[src/rtl/bias_pkg.sv]
// bias_pkg: the layer type codes, the fetch FSM state encoding and the beat
// geometry shared by bias_fetch_sched and bias_credit_cnt.
package bias_pkg;

   typedef enum logic [2:0] {
      LT_CONV  = 3'd0,
      LT_DW    = 3'd1,
      LT_PW    = 3'd2,
      LT_AVGPL = 3'd3,
      LT_PW_SC = 3'd4
   } layer_type_e;

   typedef enum logic [2:0] {
      ST_IDLE       = 3'd0,
      ST_CALC       = 3'd1,
      ST_WAIT_SPACE = 3'd2,
      ST_REQ        = 3'd3,
      ST_WAIT_DATA  = 3'd4,
      ST_DONE       = 3'd5
   } fetch_state_e;

   // One returned beat is 128 bits.
   localparam int unsigned BEAT_BYTES = 16;
   localparam int unsigned BEAT_SHIFT = $clog2(BEAT_BYTES);

   // The largest beat total is ceil(2047/16)*4 = 512, so 10 bits are enough.
   localparam int BEAT_CW = 10;

   // Width of the rd_len field and of the per-burst word count.
   localparam int LEN_W = 8;

endpackage

[src/rtl/bias_credit_cnt.sv]
// bias_credit_cnt: tracks the bias FIFO words that have been requested from
// memory but are not yet written into the FIFO. It flags whether the next
// burst fits in the FIFO.
//   clk_200M, rst_n : clock, asynchronous active-low reset
//   add_words       : words added on the request accept cycle (0 otherwise)
//   dec             : one word written to the FIFO (fifo_wr_en)
//   fifo_cnt        : current FIFO occupancy
//   req_words       : words the pending burst will produce
//   inflight        : outstanding word count
//   space_ok        : FIFO_DEPTH - fifo_cnt - inflight >= req_words (signed)
module bias_credit_cnt
   import bias_pkg::*;
#(
   parameter int FIFO_DEPTH = 32,
   parameter int FIFO_CW    = 6
) (
   input  logic               clk_200M,
   input  logic               rst_n,
   input  logic [LEN_W-1:0]   add_words,
   input  logic               dec,
   input  logic [FIFO_CW-1:0] fifo_cnt,
   input  logic [LEN_W-1:0]   req_words,
   output logic [FIFO_CW:0]   inflight,
   output logic               space_ok
);

   localparam int ICW = FIFO_CW + 1;
   localparam int SW  = FIFO_CW + LEN_W + 2;

   logic [ICW-1:0]       sum;
   logic [ICW-1:0]       inflight_nxt;
   logic signed [SW-1:0] free_words;

   // A burst is admitted only when it fits within FIFO_DEPTH, and
   // FIFO_DEPTH < 2^FIFO_CW. An accepted add therefore always fits in ICW bits.
   always_comb begin
      sum          = inflight + ICW'(add_words);
      inflight_nxt = sum;
      // A write strobe with nothing outstanding is ignored.
      if (dec && (sum != '0)) begin
         inflight_nxt = sum - ICW'(1);
      end
   end

   always_comb begin
      free_words = SW'(FIFO_DEPTH) - SW'(fifo_cnt) - SW'(inflight);
      space_ok   = (free_words >= $signed(SW'(req_words)));
   end

   always_ff @(posedge clk_200M or negedge rst_n) begin
      if (!rst_n) begin
         inflight <= '0;
      end else begin
         inflight <= inflight_nxt;
      end
   end

endmodule

[src/rtl/bias_fetch_sched.sv]
// bias_fetch_sched: per-layer bias fetch scheduler. On layer_start it works out
// the number of 128-bit bias beats the layer needs. It splits them into bursts
// of at most BURST_BEATS and issues each burst to the DMA only when the
// 512-bit bias FIFO can hold every word that burst will produce.
//   clk_200M, rst_n          : clock, asynchronous active-low reset
//   layer_start, layer_type,
//   c_size, bias_base_addr   : layer command (sampled in IDLE only)
//   rd_req/rd_addr/rd_len,
//   rd_ack                   : DMA read request handshake
//   bias_in_vld              : returned beat strobe (monitored)
//   fifo_wr_en, fifo_cnt     : bias FIFO write strobe and occupancy (monitored)
//   busy, layer_done,
//   start_err                : status
//
// state       | meaning
// ------------+---------------------------------------------------------
// IDLE        | waiting for layer_start
// CALC        | size the next burst from the remaining beats
// WAIT_SPACE  | hold until the FIFO has room for the burst's words
// REQ         | rd_req high until the DMA accepts
// WAIT_DATA   | count returned beats of the outstanding burst
// DONE        | layer_done pulse, then back to IDLE
module bias_fetch_sched
   import bias_pkg::*;
#(
   parameter int BURST_BEATS = 16,
   parameter int FIFO_DEPTH  = 32,
   parameter int FIFO_CW     = 6
) (
   input  logic               clk_200M,
   input  logic               rst_n,
   input  logic               layer_start,
   input  logic [2:0]         layer_type,
   input  logic [10:0]        c_size,
   input  logic [31:0]        bias_base_addr,
   output logic               rd_req,
   output logic [31:0]        rd_addr,
   output logic [LEN_W-1:0]   rd_len,
   input  logic               rd_ack,
   input  logic               bias_in_vld,
   input  logic               fifo_wr_en,
   input  logic [FIFO_CW-1:0] fifo_cnt,
   output logic               busy,
   output logic               layer_done,
   output logic               start_err
);

   fetch_state_e        state;
   fetch_state_e        nxt;

   logic                is_dw_q;
   logic [BEAT_CW-1:0]  remaining_q;
   logic [LEN_W-1:0]    beat_left_q;

   logic [11:0]         ch_pad;
   logic [11:0]         ch_dw;
   logic [BEAT_CW-1:0]  beat_total;
   logic [LEN_W-1:0]    len_next;
   logic [LEN_W-1:0]    burst_words;
   logic [LEN_W-1:0]    add_words;
   logic                accept;
   logic                burst_last;
   logic                space_ok;
   logic [FIFO_CW:0]    inflight;

   // CONV/PW fetch whole 16-channel groups (4 beats each). DW packs 4
   // channels per beat.
   always_comb begin
      ch_pad     = {1'b0, c_size} + 12'd15;
      ch_dw      = {1'b0, c_size} + 12'd3;
      beat_total = '0;
      case (layer_type)
         LT_CONV, LT_PW, LT_PW_SC: beat_total = BEAT_CW'((ch_pad >> 4) << 2);
         LT_DW:                    beat_total = BEAT_CW'(ch_dw >> 2);
         default:                  beat_total = '0;
      endcase
   end

   always_comb begin
      len_next    = (remaining_q > BEAT_CW'(BURST_BEATS)) ? LEN_W'(BURST_BEATS)
                                                         : remaining_q[LEN_W-1:0];
      burst_words = is_dw_q ? rd_len : {2'b00, rd_len[LEN_W-1:2]};
      accept      = rd_req && rd_ack;
      add_words   = accept ? burst_words : '0;
      // A zero-length burst (empty layer) completes without waiting for any beat.
      burst_last  = (beat_left_q == '0) || (bias_in_vld && (beat_left_q == LEN_W'(1)));
   end

   bias_credit_cnt #(
      .FIFO_DEPTH (FIFO_DEPTH),
      .FIFO_CW    (FIFO_CW)
   ) u_credit (
      .clk_200M  (clk_200M),
      .rst_n     (rst_n),
      .add_words (add_words),
      .dec       (fifo_wr_en),
      .fifo_cnt  (fifo_cnt),
      .req_words (burst_words),
      .inflight  (inflight),
      .space_ok  (space_ok)
   );

   always_ff @(posedge clk_200M or negedge rst_n) begin
      if (!rst_n) begin
         state <= ST_IDLE;
      end else begin
         state <= nxt;
      end
   end

   // An empty layer goes CALC -> WAIT_DATA with a zero-length burst. It then
   // passes through DONE on the usual path and issues no request.
   always_comb begin
      nxt = state;
      case (state)
         ST_IDLE:       if (layer_start) nxt = ST_CALC;
         ST_CALC:       nxt = (remaining_q == '0) ? ST_WAIT_DATA : ST_WAIT_SPACE;
         ST_WAIT_SPACE: if (space_ok) nxt = ST_REQ;
         ST_REQ:        if (rd_ack) nxt = ST_WAIT_DATA;
         ST_WAIT_DATA:  if (burst_last) nxt = (remaining_q == '0) ? ST_DONE : ST_CALC;
         ST_DONE:       nxt = ST_IDLE;
         default:       nxt = ST_IDLE;
      endcase
   end

   always_ff @(posedge clk_200M or negedge rst_n) begin
      if (!rst_n) begin
         is_dw_q     <= 1'b0;
         remaining_q <= '0;
         beat_left_q <= '0;
         rd_addr     <= '0;
         rd_len      <= '0;
         rd_req      <= 1'b0;
         busy        <= 1'b0;
         layer_done  <= 1'b0;
         start_err   <= 1'b0;
      end else begin
         if ((state == ST_IDLE) && layer_start) begin
            is_dw_q     <= (layer_type == LT_DW);
            remaining_q <= beat_total;
            rd_addr     <= bias_base_addr;
         end
         // remaining_q already excludes the burst in flight, so WAIT_DATA
         // can test it directly for the last burst.
         if (state == ST_CALC) begin
            rd_len      <= len_next;
            beat_left_q <= len_next;
            remaining_q <= remaining_q - BEAT_CW'(len_next);
         end
         if (accept) begin
            rd_addr <= rd_addr + (32'(rd_len) << BEAT_SHIFT);
         end
         if ((state == ST_WAIT_DATA) && bias_in_vld && (beat_left_q != '0)) begin
            beat_left_q <= beat_left_q - LEN_W'(1);
         end
         rd_req     <= (nxt == ST_REQ);
         busy       <= (nxt != ST_IDLE);
         layer_done <= (nxt == ST_DONE);
         start_err  <= layer_start && (state != ST_IDLE);
      end
   end

endmodule

[config.mk]
export PLATFORM = sky130hd
export DESIGN_NAME = bias_fetch_sched
export DESIGN_NICKNAME = d
export VERILOG_FILES = /design/src/rtl/bias_pkg.sv /design/src/rtl/bias_credit_cnt.sv /design/src/rtl/bias_fetch_sched.sv
export SDC_FILE = /design/constraint.sdc
export NUM_CORES = 1
export LEC_CHECK = 0
export BUFFER_PORTS_ARGS = -buffer_cell sky130_fd_sc_hd__buf_2
export CAP_MARGIN = 10
export CELL_PAD_IN_SITES_DETAIL_PLACEMENT = 2
export CELL_PAD_IN_SITES_GLOBAL_PLACEMENT = 2
export CORE_ASPECT_RATIO = 1.75
export CORE_MARGIN = 2
export CORE_UTILIZATION = 36
export CTS_CLUSTER_SIZE = 20
export DETAILED_ROUTE_END_ITERATION = 10
export HOLD_SLACK_MARGIN = 0.05
export PLACE_DENSITY = 0.92
export SKIP_CTS_REPAIR_TIMING = 1
export SLEW_MARGIN = 0
export SYNTH_ARGS = -nofsm -noshare
export SYNTH_HDL_FRONTEND = slang
export SYNTH_SLANG_ARGS = --single-unit
[constraint.sdc]
create_clock -name clk_200M -period 5.1 [get_ports clk_200M]
set_clock_uncertainty 0.15 [all_clocks]
set_input_delay 0 -clock clk_200M [delete_from_list [all_inputs] [get_ports clk_200M]]
set_output_delay 0 -clock clk_200M [all_outputs]
set_load 0.02 [all_outputs]
[Word level (Yosys, flattened, before mapping)]
Index checks and enable logic that the tools add are counted.
Word-level totals
  register bits: 73
  input port bits: 58
  output and inout port bits: 44
Cells by class
  $add $sub $neg: 9
  order comparisons: 2
  equality and inequality tests: 10
  muxes and demuxes: 18
  reduce and logical (&&, ||, !) cells: 20
Operators with widths (number)
  two-way mux 32 bit: 2
  adder 32 x 12 -> 32 bit: 1
  two-way mux 8 bit: 4
  two-way mux 10 bit: 2
  one-hot mux 10 bit (2 select lines): 1
  two-way mux 3 bit: 6
  >= comparator 16 x 9 -> 1 bit: 1
  subtractor 16 x 7 -> 16 bit: 1
  one-hot mux 3 bit (5 select lines): 1
  two-way mux 7 bit: 2
  adder 11 x 2 -> 12 bit (second input constant): 1
  adder 11 x 4 -> 12 bit (second input constant): 1
  equality test 3 x 2 -> 1 bit (second input constant): 4
  greater-than comparator 10 x 5 -> 1 bit (second input constant): 1
  zero test 10 bit: 1
  subtractor 10 x 8 -> 10 bit: 1
  equality test 3 bit (second input constant): 3
  equality test 8 x 1 -> 1 bit (second input constant): 1
  zero test 8 bit: 1
  nonzero test 8 bit: 1
  subtractor 8 x 1 -> 8 bit (second input constant): 1
  adder 7 bit: 1
  logical AND 1 bit: 7
  nonzero test 7 bit: 1
  other kinds (8): 13

[Depth between registers and ports, before layout]
  depth after elaboration: 6
  mapped depth: 16

[Modules after synthesis]
A second synthesis with hierarchy kept.
Second synthesis, totals
  cell total of the unflattened synthesis: 635
  area, all modules: 5328.9 µm²
By module, submodules not included
  bias_fetch_sched: instances 1, cells an instance 490, area an instance 4111.4 µm², sequential area each 1651.6 µm²
  bias_credit_cnt: instances 1, cells an instance 145, area an instance 1217.4 µm², sequential area each 175.2 µm²

[Worst setup path after synthesis]
Ideal clock, no wire load.
  path kind: register to register
  start point: reg is_dw_q
  end point: reg u_credit.inflight[1]
  arrival: 2.956 ns
  required time: 4.871 ns
  slack: 1.915 ns
  cell stages (with the launch flop): 12
  buffers on the path: 1
  clock period less this slack: 3.185 ns
  path through: dfrtp_1 clkbuf_1 mux2_2 and2_1 ha_1 fa_1 a211oi_1 nor2_1 xnor2_1 and3_1 a31o_2 mux2i_1
Between the ends
  word-level cells in the longest chain between the ends: 6
RTL lines
  start, declared: RTL line bias_fetch_sched.sv:51  | logic is_dw_q;
  start signal, assigned: RTL line bias_fetch_sched.sv:139  | is_dw_q <= (layer_type == LT_DW);
  two-way mux 8 bit *: RTL line bias_fetch_sched.sv:82  | burst_words = is_dw_q ? rd_len : {2'b00, rd_len[LEN_W-1:2]};
  two-way mux 7 bit *: RTL line bias_fetch_sched.sv:84  | add_words = accept ? burst_words : '0;
  adder 7 bit *: RTL line bias_credit_cnt.sv:37  | sum = inflight + ICW'(add_words);
  parallel branches: the longest is 2 deep, another holds subtractor 7 x 1 -> 7 bit
  two-way mux 7 bit *: RTL line bias_credit_cnt.sv:40  | if (dec && (sum != '0)) begin
  via u_credit.inflight_nxt[1]: RTL line bias_credit_cnt.sv:31  | logic [ICW-1:0] inflight_nxt;
  end signal, assigned: RTL line bias_credit_cnt.sv:54  | inflight <= inflight_nxt;
  end, declared: RTL line bias_credit_cnt.sv:23  | output logic [FIFO_CW:0] inflight,
Mark *: on every way through the listed nets, which the timed path passes.
A chain may end at the register's enable or synchronous reset.

[Final worst setup path]
  start point: reg u_credit.inflight[0]
  end point: reg busy
Between the ends
  word-level cells in the longest chain between the ends: 5
RTL lines
  subtractor 16 x 7 -> 16 bit: RTL line bias_credit_cnt.sv:46  | free_words = SW'(FIFO_DEPTH) - SW'(fifo_cnt) - SW'(inflight);
  >= comparator 16 x 9 -> 1 bit: RTL line bias_credit_cnt.sv:47  | space_ok = (free_words >= $signed(SW'(req_words)));
  two-way mux 3 bit: RTL line bias_fetch_sched.sv:118  | ST_WAIT_SPACE: if (space_ok) nxt = ST_REQ;
  one-hot mux 3 bit (5 select lines): RTL line bias_fetch_sched.sv:115  | case (state)
  nonzero test 3 bit: RTL line bias_fetch_sched.sv:157  | busy <= (nxt != ST_IDLE);
  end signal, assigned: RTL line bias_fetch_sched.sv:157
  end, declared: RTL line bias_fetch_sched.sv:43  | output logic busy,
Every way passes these cells.

==> impl_metrics.env <==
export IMPL_placed_area_mm2=0.00602
export IMPL_multiInputGateArea_mm2=0.00331
export IMPL_startpoint_type="register"
export IMPL_final_antenna_net_count=0
export IMPL_worstSetupPathType="register to register"
export IMPL_clockBufferDepth=2
export IMPL_portBuffers=101
export IMPL_synth_top_area_cell="dfrtp_1"
export IMPL_drt_wl_total_um=23600
export IMPL_reg2reg_depth=14
export IMPL_synth_top_family_by_area="simple AND/OR/NAND/NOR gates"
export IMPL_maxCapViolations=0
export IMPL_area_growth_pct=27.3
export IMPL_drc=0
export IMPL_p_comb_share_pct=55.0
export IMPL_fillers=1564
export IMPL_crit_fanout=4
export IMPL_slew_limit_headroom_pct=32.7
export IMPL_dp_slack_ns=1.39
export IMPL_p_per_area_mw_per_mm2=595
export IMPL_worst_slack_ns=1.09
export IMPL_slew_viol_final=0
export IMPL_ys_top_cells_by_count="nand2_1, dfrtp_1, nor2_1"
export IMPL_syn_area_mm2=0.00534
export IMPL_start_util_pct=37.0
export IMPL_ioPinCount=102
export IMPL_drt_first_pass_iters=4
export IMPL_yosys_most_used_dff="dfrtp_1"
export IMPL_synth_area_per_cell_um2=8.54
export IMPL_worstHoldPathType="input pin to register"
export IMPL_grtUsageTotal_pct=26.7
export IMPL_finalHoldViolCount=0
export IMPL_setup_tns_ns=0
export IMPL_core_mm2=0.0144
export IMPL_grt_max_degree=74
export IMPL_die_w_um=96.1
export IMPL_die_height_um=165
export IMPL_synthArstFlopShare_pct=100
export IMPL_reg2reg_from="u_credit.inflight[0]"
export IMPL_max_freq_mhz=250
export IMPL_pwr_share_clk_pct=15.9
export IMPL_hold_path_depth=4
export IMPL_num_rows=58
export IMPL_fin_nets=867
export IMPL_post_route_period_util_pct=78.5
export IMPL_grt_pass1_wl_um=32700
export IMPL_cp_end_kind="register"
export IMPL_clkSinkCount=73
export IMPL_grt_overflow_total=0
export IMPL_hpwl_um=15500
export IMPL_synth_xor_area_share_pct=3.12
export IMPL_design_area_mm2=0.00679
export IMPL_grt_pass1_vias=6251
export IMPL_synthesis_nets=724
export IMPL_synth_most_common_cell="nand2_1"
export IMPL_synth_mux_area_share_pct=2.09
export IMPL_grt_antenna_before_repair=1
export IMPL_cts_buffers=9
export IMPL_fp_dieArea_mm2=0.0159
export IMPL_r2r_setup_slack_ns=1.09
export IMPL_cp_required_ns=5.15
export IMPL_setup_viol=0
export IMPL_gp_congestion=0.876
export IMPL_ir_drop_uv=203
export IMPL_synthDistinctLibCells=72
export IMPL_synth_area_leaders="dfrtp_1, ha_1, nand2_1, nor2_1, o21ai_0"
export IMPL_drtIter0Drc=228
export IMPL_synth_compound_area_share_pct=22.6
export IMPL_r2r_end="busy"
export IMPL_drive_gt1_share_pct=17.7
export IMPL_min_period_ns=4.01
export IMPL_synth_edf_count=0
export IMPL_htreeDepth=3
export IMPL_seq_power_share_pct=29.1
export IMPL_rsz0062_at_grt="false"
export IMPL_routed_via_density=6.09
export IMPL_insertion_delay_ns=0.35
export IMPL_min_to="remaining_q[5]"
export IMPL_critPathLaunch="u_credit.inflight[0]"
export IMPL_p_leak_nw=3.15
export IMPL_tightest_slew_ns=1.01
export IMPL_power_w=0.00404
export IMPL_status="finished clean"
export IMPL_vias=5808
export IMPL_syn_inst=625
export IMPL_cts_tree="yes"
export IMPL_yosysWarningCount=0
export IMPL_path_clk_slew_ns=0.06
export IMPL_sw_frac_of_total_pct=50.2
export IMPL_seqCellArea_mm2=0.00183
export IMPL_worstPathArrival_ns=4.06
export IMPL_seq_area_frac_synth_pct=34.2
export IMPL_routedWlPerCell_um=24.8
export IMPL_p_sw_w=0.00203
export IMPL_p_int_w=0.00201
export IMPL_root_buffer="clkbuf_16"
export IMPL_yosys_area_share_simple_pct=23.9
export IMPL_yosysTopAreaCellShare_pct=34.2
export IMPL_synth_adder_area_share_pct=10.0
export IMPL_hp_start="c_size[7]"
export IMPL_ys_seq_elements=73
-- cells in the final DEF (no fill, tap or decap), types with 16 or more instances in the layout --
cell type / instances
buf_2: 100
nand2_1: 93
dfrtp_1: 73
nor2_1: 51
dlygate4sd3_1: 49
o21ai_0: 38
ha_1: 38
inv_1: 31
a21oi_1: 23
nor3_1: 19
a211oi_1: 16
-- sequential cells by signal, summed over array words and instances (netlist names) --
signal	flops
rd_addr	32
remaining_q	10
beat_left_q	8
rd_len	8
u_credit.inflight	7
state	3
busy	1
is_dw_q	1
layer_done	1
rd_req	1
start_err	1
-- layout make-up --
type,count,area share [%]
inverters,31,1.71
flip-flops and latches,73,26.9
multi-input cells,498,48.7
clock buffers,12,3.48
repair buffers,155,15.2
clock inverters,3,0.626
diodes,1,0.0368
well taps,180,3.31
-- cells by family after synthesis --
kind of cell | Yosys count
AOI/OAI and AO/OA | 170
xor gates and xnor gates | 19
adders and majority gates | 41
buffers and inverters | 54
DFF | 73
muxes | 11
other | 1
and+or+nand+nor | 256
-- power by group through the flow --
stage	Combinational, W	Clock (W)	Sequential, W
after global routing	0.00243	0.000677	0.00121
after global placement	0.00187	0	0.00111
after CTS	0.00213	0.000635	0.00115
after detailed placement	0.00206	0	0.00116
after floorplan	0.00127	0	0.00120
final	0.00222	0.000644	0.00117
-- metrics by stage --
stage          utilization [%]  instances  hold WS, ns
2_1_floorplan                -        625       -0.446
3_3_place_gp              41.7        888       0.0476
3_5_place_dp              41.7        888       0.0643
4_1_cts                   43.6        903       -0.289
5_1_grt                   47.0        953       0.0517
6_report                  47.0        953      0.00518
-- worst max path at each step --
stage / end / slack [ns]
floorplan: u_credit.inflight[1] / 1.92
detailed placement: busy / 1.39
finish: busy / 1.09
global placement: busy / 1.67
CTS: busy / 1.17
global route: busy / 0.97
-- worst max-delay path, stage by stage (launching register included) --
cell,delay [ns]
dfrtp_1,0.42
ha_1,0.24
fa_1,0.42
nor2b_1,0.19
o21ai_0,0.14
a21oi_1,0.34
o21a_1,0.18
nor2_1,0.06
xnor2_1,0.26
ha_1,0.30
nor2b_1,0.16
o21ai_0,0.24
o211ai_1,0.15
o31ai_2,0.46
nand3_1,0.15
-- per-layer routing --
metal  vias up  global-route usage, %  routed length [um]
met5         -                      0                   0
met4         0                   12.8                1290
met3        87                   4.17                1140
met2       207                   51.3               13100
met1      2933                   27.0                8050
li1       2581                      -                   -
Note: power is estimated with default switching activity, not from simulation.
